$ cat src/rtl/hub_scan_shifter.sv
`default_nettype none
// ============================================================================
//  Module      : hub_scan_shifter
//  Description : Output stage of the LED matrix core. Scans one bit-plane out
//                of the line/frame buffer for three HUB connectors per START.
//                Each scan row is fetched column by column and shifted onto the
//                27 HUB data lines with HUB_CLK. HUB_LATCH is pulsed per row
//                and HUB_ADDR is stepped through 0..ROWS-1.
//  Revision    : 1.0  initial release
// ----------------------------------------------------------------------------
//  Parameters
//    COLS       pixels shifted per scan row per chain (>= 2)
//    ROWS       scan addresses per plane (<= 32)
//    CLK_DIV    MCLK_IN cycles per HUB_CLK half-period (>= 1)
//    LATCH_POS  1: latch overlaps the last pixel, 0: latch after last pixel
//  Ports
//    MCLK_IN     in   1    clock, rising edge
//    RESET       in   1    synchronous, active-high reset
//    START       in   1    single-cycle pulse, starts one plane scan
//    BUSY        out  1    scan in progress
//    RD_ROW      out  5    buffer row being read
//    RD_ADDR     out  AW   buffer column being read
//    RD_DATA     in   27   buffer data, valid one cycle after RD_ROW/RD_ADDR
//    HUB_DATA    out  27   {HUB3 BGR, HUB2 BGR, HUB1 BGR}
//    HUB_CLK     out  1    shift clock
//    HUB_LATCH   out  1    latch strobe
//    HUB_ADDR    out  5    scan address to the panels
//    ROW_DONE    out  1    one-cycle pulse per completed row
//    FRAME_DONE  out  1    one-cycle pulse after the last row
// ============================================================================
module hub_scan_shifter #(
    parameter int COLS      = 120,
    parameter int ROWS      = 30,
    parameter int CLK_DIV   = 1,
    parameter int LATCH_POS = 1
) (
    input  logic                     MCLK_IN,
    input  logic                     RESET,
    input  logic                     START,
    output logic                     BUSY,
    output logic [4:0]               RD_ROW,
    output logic [$clog2(COLS)-1:0]  RD_ADDR,
    input  logic [26:0]              RD_DATA,
    output logic [26:0]              HUB_DATA,
    output logic                     HUB_CLK,
    output logic                     HUB_LATCH,
    output logic [4:0]               HUB_ADDR,
    output logic                     ROW_DONE,
    output logic                     FRAME_DONE
);

    localparam int AW = $clog2(COLS);
    // Phase counter covers both a half-period and the 2*CLK_DIV latch window.
    localparam int CW = $clog2(2 * CLK_DIV);

    localparam logic [2:0] c_IDLE     = 3'd0;
    localparam logic [2:0] c_FETCH    = 3'd1;
    localparam logic [2:0] c_SHIFT_LO = 3'd2;
    localparam logic [2:0] c_SHIFT_HI = 3'd3;
    localparam logic [2:0] c_LATCH    = 3'd4;
    localparam logic [2:0] c_NEXT_ROW = 3'd5;

    localparam logic [CW-1:0] c_PH_LAST   = CW'(CLK_DIV - 1);
    localparam logic [CW-1:0] c_LAT_LAST  = CW'(2 * CLK_DIV - 1);
    localparam logic [CW-1:0] c_ONE_C     = CW'(1);
    localparam logic [AW-1:0] c_PIX_LAST  = AW'(COLS - 1);
    localparam logic [AW-1:0] c_PIX_PEN   = AW'(COLS - 2);
    localparam logic [AW-1:0] c_ONE_A     = AW'(1);
    localparam logic [4:0]    c_ROW_LAST  = 5'(ROWS - 1);

    logic [2:0]    state_q,     state_d;
    logic [CW-1:0] cnt_q,       cnt_d;
    logic [AW-1:0] pix_q,       pix_d;        // pixel currently on HUB_DATA
    logic [4:0]    row_q,       row_d;        // row currently being shifted
    logic [4:0]    rd_row_q,    rd_row_d;
    logic [AW-1:0] rd_addr_q,   rd_addr_d;
    logic [26:0]   hub_data_q,  hub_data_d;
    logic          hub_clk_q,   hub_clk_d;
    logic          hub_latch_q, hub_latch_d;
    logic [4:0]    hub_addr_q,  hub_addr_d;
    logic          row_done_q,  row_done_d;
    logic          frame_done_q, frame_done_d;
    logic          busy_q,      busy_d;

    logic          w_enter_row;   // last pixel (or latch window) finished
    logic          w_load;        // capture RD_DATA into HUB_DATA this cycle
    logic [AW-1:0] w_addr_inc;

    // RD_ADDR saturates on the last column; the row wrap resets it.
    assign w_addr_inc = (rd_addr_q == c_PIX_LAST) ? rd_addr_q : rd_addr_q + c_ONE_A;

    always_comb begin
        state_d      = state_q;
        cnt_d        = cnt_q;
        pix_d        = pix_q;
        row_d        = row_q;
        rd_row_d     = rd_row_q;
        rd_addr_d    = rd_addr_q;
        hub_data_d   = hub_data_q;
        hub_clk_d    = hub_clk_q;
        hub_latch_d  = hub_latch_q;
        hub_addr_d   = hub_addr_q;
        row_done_d   = 1'b0;
        frame_done_d = 1'b0;
        busy_d       = busy_q;
        w_enter_row  = 1'b0;
        w_load       = 1'b0;

        case (state_q)
            c_IDLE: begin
                if (START) begin
                    state_d   = c_FETCH;
                    busy_d    = 1'b1;
                    row_d     = 5'd0;
                    rd_row_d  = 5'd0;
                    rd_addr_d = '0;
                end
            end

            c_FETCH: begin
                // Address (row, 0) has been on the read port since the
                // previous cycle, so RD_DATA already holds pixel 0.
                w_load  = 1'b1;
                pix_d   = '0;
                state_d = c_SHIFT_LO;
            end

            c_SHIFT_LO: begin
                if (cnt_q == c_PH_LAST) begin
                    cnt_d     = '0;
                    hub_clk_d = 1'b1;
                    state_d   = c_SHIFT_HI;
                end else begin
                    cnt_d = cnt_q + c_ONE_C;
                end
            end

            c_SHIFT_HI: begin
                if (cnt_q == c_PH_LAST) begin
                    cnt_d     = '0;
                    hub_clk_d = 1'b0;
                    if (pix_q != c_PIX_LAST) begin
                        w_load  = 1'b1;
                        pix_d   = pix_q + c_ONE_A;
                        state_d = c_SHIFT_LO;
                        // Overlapping latch spans the whole last pixel.
                        if (LATCH_POS != 0 && pix_q == c_PIX_PEN) begin
                            hub_latch_d = 1'b1;
                        end
                    end else if (LATCH_POS == 0) begin
                        hub_latch_d = 1'b1;
                        state_d     = c_LATCH;
                    end else begin
                        w_enter_row = 1'b1;
                    end
                end else begin
                    cnt_d = cnt_q + c_ONE_C;
                end
            end

            c_LATCH: begin
                if (cnt_q == c_LAT_LAST) begin
                    cnt_d       = '0;
                    w_enter_row = 1'b1;
                end else begin
                    cnt_d = cnt_q + c_ONE_C;
                end
            end

            c_NEXT_ROW: begin
                if (row_q == c_ROW_LAST) begin
                    row_d   = 5'd0;
                    busy_d  = 1'b0;
                    state_d = c_IDLE;
                end else begin
                    row_d   = row_q + 5'd1;
                    state_d = c_FETCH;
                end
            end

            default: begin
                state_d = c_IDLE;
            end
        endcase

        if (w_load) begin
            hub_data_d = RD_DATA;
            hub_clk_d  = 1'b0;
            rd_addr_d  = w_addr_inc;
        end

        if (w_enter_row) begin
            state_d      = c_NEXT_ROW;
            hub_latch_d  = 1'b0;
            hub_clk_d    = 1'b0;
            hub_addr_d   = row_q;
            row_done_d   = 1'b1;
            frame_done_d = (row_q == c_ROW_LAST);
            // Read port moves to the next row's column 0 one cycle ahead of
            // FETCH, which hides the one-cycle buffer latency at the row start.
            rd_addr_d    = '0;
            rd_row_d     = (row_q == c_ROW_LAST) ? 5'd0 : row_q + 5'd1;
        end
    end

    always_ff @(posedge MCLK_IN) begin
        if (RESET) begin
            state_q      <= c_IDLE;
            cnt_q        <= '0;
            pix_q        <= '0;
            row_q        <= '0;
            rd_row_q     <= '0;
            rd_addr_q    <= '0;
            hub_data_q   <= '0;
            hub_clk_q    <= 1'b0;
            hub_latch_q  <= 1'b0;
            hub_addr_q   <= '0;
            row_done_q   <= 1'b0;
            frame_done_q <= 1'b0;
            busy_q       <= 1'b0;
        end else begin
            state_q      <= state_d;
            cnt_q        <= cnt_d;
            pix_q        <= pix_d;
            row_q        <= row_d;
            rd_row_q     <= rd_row_d;
            rd_addr_q    <= rd_addr_d;
            hub_data_q   <= hub_data_d;
            hub_clk_q    <= hub_clk_d;
            hub_latch_q  <= hub_latch_d;
            hub_addr_q   <= hub_addr_d;
            row_done_q   <= row_done_d;
            frame_done_q <= frame_done_d;
            busy_q       <= busy_d;
        end
    end

    assign BUSY       = busy_q;
    assign RD_ROW     = rd_row_q;
    assign RD_ADDR    = rd_addr_q;
    assign HUB_DATA   = hub_data_q;
    assign HUB_CLK    = hub_clk_q;
    assign HUB_LATCH  = hub_latch_q;
    assign HUB_ADDR   = hub_addr_q;
    assign ROW_DONE   = row_done_q;
    assign FRAME_DONE = frame_done_q;

endmodule
`default_nettype wire

$ cat config.mk
export PLATFORM = sky130hd
export DESIGN_NAME = hub_scan_shifter
export DESIGN_NICKNAME = d
export VERILOG_FILES = /design/src/rtl/hub_scan_shifter.sv
export SDC_FILE = /design/constraint.sdc
export NUM_CORES = 1
export LEC_CHECK = 0
export ABC_CLOCK_PERIOD_IN_PS = 3800
export BUFFER_PORTS_ARGS = -buffer_cell sky130_fd_sc_hd__buf_2
export CORE_ASPECT_RATIO = 1.5
export CORE_MARGIN = 5
export CORE_UTILIZATION = 55
export DETAILED_ROUTE_END_ITERATION = 7
export GPL_TIMING_DRIVEN = 1
export PLACE_DENSITY = 0.84
export SYNTH_ARGS = -nofsm -noshare
export SYNTH_HDL_FRONTEND = slang
export SYNTH_SLANG_ARGS = --single-unit
$ cat constraint.sdc
create_clock -name MCLK_IN -period 3.8 [get_ports MCLK_IN]
set_clock_uncertainty 0.1 [all_clocks]
set_input_delay 1.14 -clock MCLK_IN [delete_from_list [all_inputs] [get_ports MCLK_IN]]
set_output_delay 1.14 -clock MCLK_IN [all_outputs]
set_load 0.02 [all_outputs]
* After elaboration in Yosys (flattened, before gate mapping)
Cells that the tools add are included.
** Storage, ports and cells
- Register bits :: 65
- Logic and storage cells :: 99
** Cells by class
- $add $sub $neg :: 4
- Eq/ne operators :: 20
- Multiplexer cells :: 36
- Bitwise gates (word level) :: 3
- Reductions and logical operators :: 22
** Operator list (number)
- 7-bit two-way mux :: 6
- 5-bit two-way mux :: 4
- 3-bit one-hot mux with 6 select lines :: 1
- 2-bit nonzero test :: 8
- 3-bit two-way mux :: 5
- 7-bit by 1-bit adder with 7-bit output (second input constant) :: 2
- 7-bit == test (second input constant) :: 2
- 2-bit != test (second input constant) :: 7
- 7-bit one-hot mux with 2 select lines :: 1
- 1-bit two-way mux :: 13
- 3-bit != test (second input constant) :: 4
- 3-bit AND reduction :: 4
- 1-bit one-hot mux with 2 select lines :: 5
- 5-bit one-hot mux with 2 select lines :: 1
- 5-bit AND reduction :: 2
- 7-bit != test (second input constant) :: 1
- 3-bit by 2-bit == test with 1-bit output (second input constant) :: 2
- 3-bit == test (second input constant) :: 2
- 2-bit OR reduction :: 3
- 5-bit by 1-bit adder with 5-bit output (second input constant) :: 1
- 5-bit == test (second input constant) :: 1
- 2-bit AND reduction :: 2
- 4-bit AND reduction :: 1
- 3-bit by 1-bit == test with 1-bit output (second input constant) :: 1
- 4 further kinds :: 6

* Logic depth before layout (Yosys ltp)
- Depth after elaboration :: 6
- Mapped depth :: 7
- Mapped depth without buffers :: 6

* Least setup slack after synthesis
OpenSTA, ideal clock, no wires.
- Kind :: input to register
- From :: input port START
- To :: register rd_addr_q[5], in the netlist RD_ADDR[5]
- Library setup time :: 72 ps
- Data arrival time :: 2309 ps
- Data required time :: 3628 ps
- Path slack :: 1320 ps
- Cell stages on the path :: 4
- Cells stage by stage :: or4b_2 > clkbuf_1 > a211oi_1 > mux2i_1
** Between the ends
- Word-level cells in the longest chain between the ends :: 2
** Ends and longest elaborated chain
- start, declared :: RTL line 39 : input logic START,
- 2-bit nonzero test (no source line)
- 3-bit AND reduction (no source line)
- end signal, assigned :: RTL line 227 : rd_addr_q <= rd_addr_d;
- end, declared :: RTL line 76 : logic [AW-1:0] rd_addr_q, rd_addr_d;
Every way passes these cells.
A chain may end at the register's enable or synchronous reset.

* Worst setup path after layout
- From :: register state_q[0]
- To :: register pix_q[3]
** Between the ends
- Word-level cells in the longest chain between the ends :: 3
- Elaborated cells on any way between the ends :: 7
- Classes of those cells :: 4 x eq/ne; 1 x mux; 2 x reduce/logical
** Ends and longest elaborated chain
- start, declared :: RTL line 71 : logic [2:0] state_q, state_d;
- start signal, assigned :: RTL line 208 : state_q <= c_IDLE;
- start signal, assigned :: RTL line 222 : state_q <= state_d;
- 3-bit by 2-bit == test with 1-bit output or 3-bit by 1-bit == test with 1-bit output (tied branches) :: RTL line 109 : case (state_q)
- 2-bit != test (no source line) or 2-bit nonzero test (tied branches)
- 3-bit AND reduction (no source line)
- end signal, assigned :: RTL line 224 : pix_q <= pix_d;
- end, declared :: RTL line 73 : logic [AW-1:0] pix_q, pix_d;
Parallel ways exist; a longest one is shown, timed or not.

==> flow_results.xml <==
<?xml version="1.0" encoding="UTF-8"?>
<metrics>
  <group name="sta">
    <metric name="final_critical_path_required_period" unit="ps">2570</metric>
    <metric name="finalSetupTns" unit="ps">0</metric>
    <metric name="tightest_slew" unit="ps">1150</metric>
    <metric name="period_share" unit="%">67.6</metric>
    <metric name="finalMaxSlewViolations" unit="">0</metric>
    <metric name="final-setup-viol-count" unit="">0</metric>
    <metric name="hold_violations" unit="">0</metric>
    <metric name="fmax" unit="MHz">389</metric>
    <metric name="maxSlewHeadroom" unit="%">22.9</metric>
    <metric name="rsz0062_at_grt" unit="">no</metric>
  </group>
  <group name="pwr">
    <metric name="total_power" unit="uW">1450</metric>
    <metric name="vdd_ir_drop_max" unit="V">0.000272</metric>
    <metric name="pwr_density_cell" unit="nW/um^2">437</metric>
    <metric name="total_leakage_power" unit="uW">0.00141</metric>
  </group>
  <group name="grt">
    <metric name="global_route_wire_length_before_repair" unit="um">10500</metric>
    <metric name="overall_global_routing_usage" unit="%">20.5</metric>
    <metric name="grt_util_met3" unit="%">4.40</metric>
    <metric name="groute.layer.met1.usage" unit="%">23.8</metric>
    <metric name="gr-max-usage-layer" unit="">met2</metric>
    <metric name="gr-usage-met2" unit="%">33.8</metric>
    <metric name="grt-ovfl-total" unit="">0</metric>
    <metric name="grt_start_max_net_pins" unit="">54</metric>
    <metric name="grt_antenna_before_repair" unit="">0</metric>
    <metric name="via_count_of_the_first_global_routing_pass" unit="">2343</metric>
  </group>
  <group name="worst_setup_path">
    <metric name="path_cells" unit="">or2b_1 -&gt; a211o_1 -&gt; buf_4 -&gt; or3_1 -&gt; a21oi_1</metric>
    <metric name="critPathCaptureType" unit="">flip-flop</metric>
    <metric name="slowest_stage" unit="">sky130_fd_sc_hd__dfxtp_1</metric>
    <metric name="worstPathMaxFanout" unit="">30</metric>
    <metric name="count_of_buffering_cells_on_the_critical_path_with_inverters_included" unit="">1</metric>
    <metric name="critical-path-max-stage-delay" unit="ps">600</metric>
    <metric name="crit_family" unit="">compound AO/OA/AOI/OAI gates</metric>
    <metric name="worst-setup-path-type" unit="">flip-flop to flip-flop</metric>
    <metric name="cp_data_arrival_time" unit="ps">2740</metric>
    <metric name="worstPathRequired" unit="ps">3970</metric>
    <metric name="reg2reg_slack" unit="ps">1230</metric>
    <metric name="startpoint_type_of_the_worst_setup_path" unit="">flip-flop</metric>
  </group>
  <group name="drt">
    <metric name="detailroute.via_count" unit="">2534</metric>
    <metric name="first_pass_iters" unit="">4</metric>
    <metric name="route.antenna.remaining_nets" unit="">0</metric>
    <metric name="wl_per_cell" unit="um">14.0</metric>
    <metric name="viasPerCell" unit="">5.46</metric>
    <metric name="totalWireLength" unit="um">6490</metric>
    <metric name="initial_drc_count" unit="">186</metric>
    <metric name="drc" unit="">0</metric>
  </group>
  <group name="clocking">
    <metric name="cts_htree_levels" unit="">3</metric>
    <metric name="cts_buffer_depth" unit="">2</metric>
    <metric name="path_clk_slew" unit="ps">70</metric>
    <metric name="post-cts-setup-buffer-count" unit="">0</metric>
    <metric name="clk-insertion-delay-late" unit="ps">340</metric>
    <metric name="tritoncts.num_buffers" unit="">9</metric>
    <metric name="ctsHoldBuffers" unit="">0</metric>
    <metric name="cts_root_buf" unit="">sky130_fd_sc_hd__clkbuf_8</metric>
    <metric name="cts_sinks" unit="">65</metric>
    <metric name="tritoncts" unit="">done</metric>
    <metric name="ctsResizeCount" unit="">0</metric>
  </group>
  <group name="flow_run">
    <metric name="max_cap_viol_count" unit="">0</metric>
  </group>
  <group name="placement">
    <metric name="finalWeightedCongestion" unit="">0.753</metric>
    <metric name="place.port_buffers" unit="">78</metric>
    <metric name="dpl.hpwl" unit="um">4480</metric>
  </group>
  <group name="floorplanning">
    <metric name="initial_core_utilization" unit="%">57.2</metric>
    <metric name="core.rowCount" unit="">31</metric>
    <metric name="boundary_pin_count" unit="">79</metric>
    <metric name="dieArea" unit="um^2">6600</metric>
    <metric name="dieHeight" unit="um">97.0</metric>
    <metric name="die_w" unit="um">68</metric>
    <metric name="fp.coreArea" unit="um^2">4850</metric>
  </group>
  <group name="hold_path">
    <metric name="hold_class" unit="">flip-flop to flip-flop</metric>
  </group>
  <group name="synthesis">
    <metric name="synth_seq_cells" unit="">65</metric>
    <metric name="sequential_fraction_of_the_synthesis_area" unit="%">46.9</metric>
    <metric name="yosys-top-cells-area" unit="">sky130_fd_sc_hd__dfxtp_1 47%, sky130_fd_sc_hd__nand2_1 8.5%, sky130_fd_sc_hd__a21oi_1 8.5%</metric>
    <metric name="synth-async-reset-ratio" unit="%">0</metric>
    <metric name="synthCells" unit="">329</metric>
    <metric name="synth.avg_cell_area" unit="um^2">8.44</metric>
    <metric name="netlist.top_cell.by_area" unit="">sky130_fd_sc_hd__dfxtp_1</metric>
    <metric name="synth-edff-count" unit="">0</metric>
    <metric name="synthesis.area" unit="um^2">2780</metric>
    <metric name="yosysWarnings" unit="">0</metric>
    <metric name="post_synth_top_area_share" unit="%">46.9</metric>
    <metric name="syn_nets" unit="">364</metric>
    <metric name="ys_types" unit="">48</metric>
    <metric name="ys.flop_type" unit="">sky130_fd_sc_hd__dfxtp_1</metric>
  </group>
  <group name="outcome">
    <metric name="run_status" unit="">completed</metric>
  </group>
  <group name="cells_and_area">
    <metric name="num_antenna_cells" unit="">0</metric>
    <metric name="filler_cell_count" unit="">399</metric>
    <metric name="syn2layout_area_growth" unit="%">19.8</metric>
    <metric name="final_net_count" unit="">430</metric>
    <metric name="post_route_cells_drive_above_1_share" unit="%">25.9</metric>
    <metric name="layout.core_utilization" unit="%">68.6</metric>
  </group>
</metrics>
sequential cells by signal (all words and copies together), names as in the netlist:
name        count
BUSY            1
pix_q           7
HUB_ADDR        5
HUB_CLK         1
RD_ROW          5
cnt_q           1
ROW_DONE        1
RD_ADDR         7
HUB_DATA       27
row_q           5
state_q         3
HUB_LATCH       1
FRAME_DONE      1
placed cells by master (no fill, tap or decap), types with 7 or more instances in the layout:
cell type	instances
sky130_fd_sc_hd__a21oi_1	47
sky130_fd_sc_hd__clkbuf_8	10
sky130_fd_sc_hd__buf_2	78
sky130_fd_sc_hd__nand3_1	18
sky130_fd_sc_hd__o21ai_0	7
sky130_fd_sc_hd__nor2_1	17
sky130_fd_sc_hd__mux2i_1	10
sky130_fd_sc_hd__dfxtp_1	65
sky130_fd_sc_hd__or3_1	7
sky130_fd_sc_hd__nand2_1	63
final cells by class:
class,instances,area (um^2),share of cell area (%)
repair buffers,80,405,12.2
flip-flops and latches,65,1300,39.1
inverters,6,22.5,0.677
multi-input cells,233,1330,40.0
well taps,66,82.6,2.48
clock inverters,4,45.0,1.35
clock buffers,10,138,4.14
routing by layer:
layer	share of wire, %	up-vias	wire (um)
met5	0	-	0
li1	-	1281	-
met1	41	1179	2670
met4	2.2	0	144
met2	52	61	3350
met3	5.0	13	327
kinds of logic after synthesis:
group,Yosys count,synth area share (%)
adders and majority gates,5,2.25
and+or+nand+nor,137,24.3
AOI/OAI and AO/OA,78,16.5
muxes,10,3.61
buffers and inverters,31,5.59
DFF,65,46.9
xor gates and xnor gates,3,0.947
metrics by stage:
step / hold slack [ps] / setup slack [ps] / instances / instance area (um^2)
after floorplan: 348 / 1320 / 329 / 2780
after global placement: 339 / 1080 / 450 / 3140
after detailed placement: 343 / 1060 / 450 / 3140
after CTS: 352 / 1250 / 464 / 3330
after global routing: 374 / 1090 / 464 / 3330
final: 350 / 1230 / 464 / 3330
worst paths after layout:
| check | endpoint | cells after the start | start |
|---|---|---|---|
| setup reg to reg | pix_q[3] | 5 | state_q[0] |
| hold / removal | HUB_DATA[5] | 2 | HUB_DATA[5] |
| hold reg to reg | HUB_DATA[5] | 2 | HUB_DATA[5] |
| setup / recovery | pix_q[3] | 5 | state_q[0] |
worst register-to-register path: cells and delay by family (launching register included):
| kind | cells | cell delay [ps] |
|---|---|---|
| AO/OA/AOI/OAI | 2 | 730 |
| buffers and inverters | 1 | 370 |
| flip-flops | 1 | 600 |
| AND/OR/NAND/NOR | 2 | 710 |
where the power goes:
| part | switching, uW | total (uW) | internal (uW) |
|---|---|---|---|
| Clock | 247 | 557 | 310 |
| Sequential | 22.2 | 730 | 708 |
| Combinational | 109 | 167 | 58.2 |
Yosys cell counts, types with 2 or more instances:
library cell and instances:
sky130_fd_sc_hd__nand3b_1 6, sky130_fd_sc_hd__dfxtp_1 65, sky130_fd_sc_hd__a211oi_1 2, sky130_fd_sc_hd__a31oi_1 2, sky130_fd_sc_hd__a21o_1 2, sky130_fd_sc_hd__nor3_1 6
sky130_fd_sc_hd__or3_1 7, sky130_fd_sc_hd__inv_1 6, sky130_fd_sc_hd__ha_1 5, sky130_fd_sc_hd__nand2b_1 2, sky130_fd_sc_hd__clkbuf_1 15, sky130_fd_sc_hd__or3b_2 2
sky130_fd_sc_hd__o21ai_0 7, sky130_fd_sc_hd__a211o_1 2, sky130_fd_sc_hd__buf_6 2, sky130_fd_sc_hd__buf_4 2, sky130_fd_sc_hd__xnor2_1 2, sky130_fd_sc_hd__or4_1 3
sky130_fd_sc_hd__nand2_1 63, sky130_fd_sc_hd__buf_2 5, sky130_fd_sc_hd__mux2i_1 10, sky130_fd_sc_hd__nand3_1 18, sky130_fd_sc_hd__a21oi_1 47, sky130_fd_sc_hd__a22oi_1 5
sky130_fd_sc_hd__o31ai_1 4, sky130_fd_sc_hd__nor2_1 17
No activity file was read; power rests on OpenSTA's default activity.
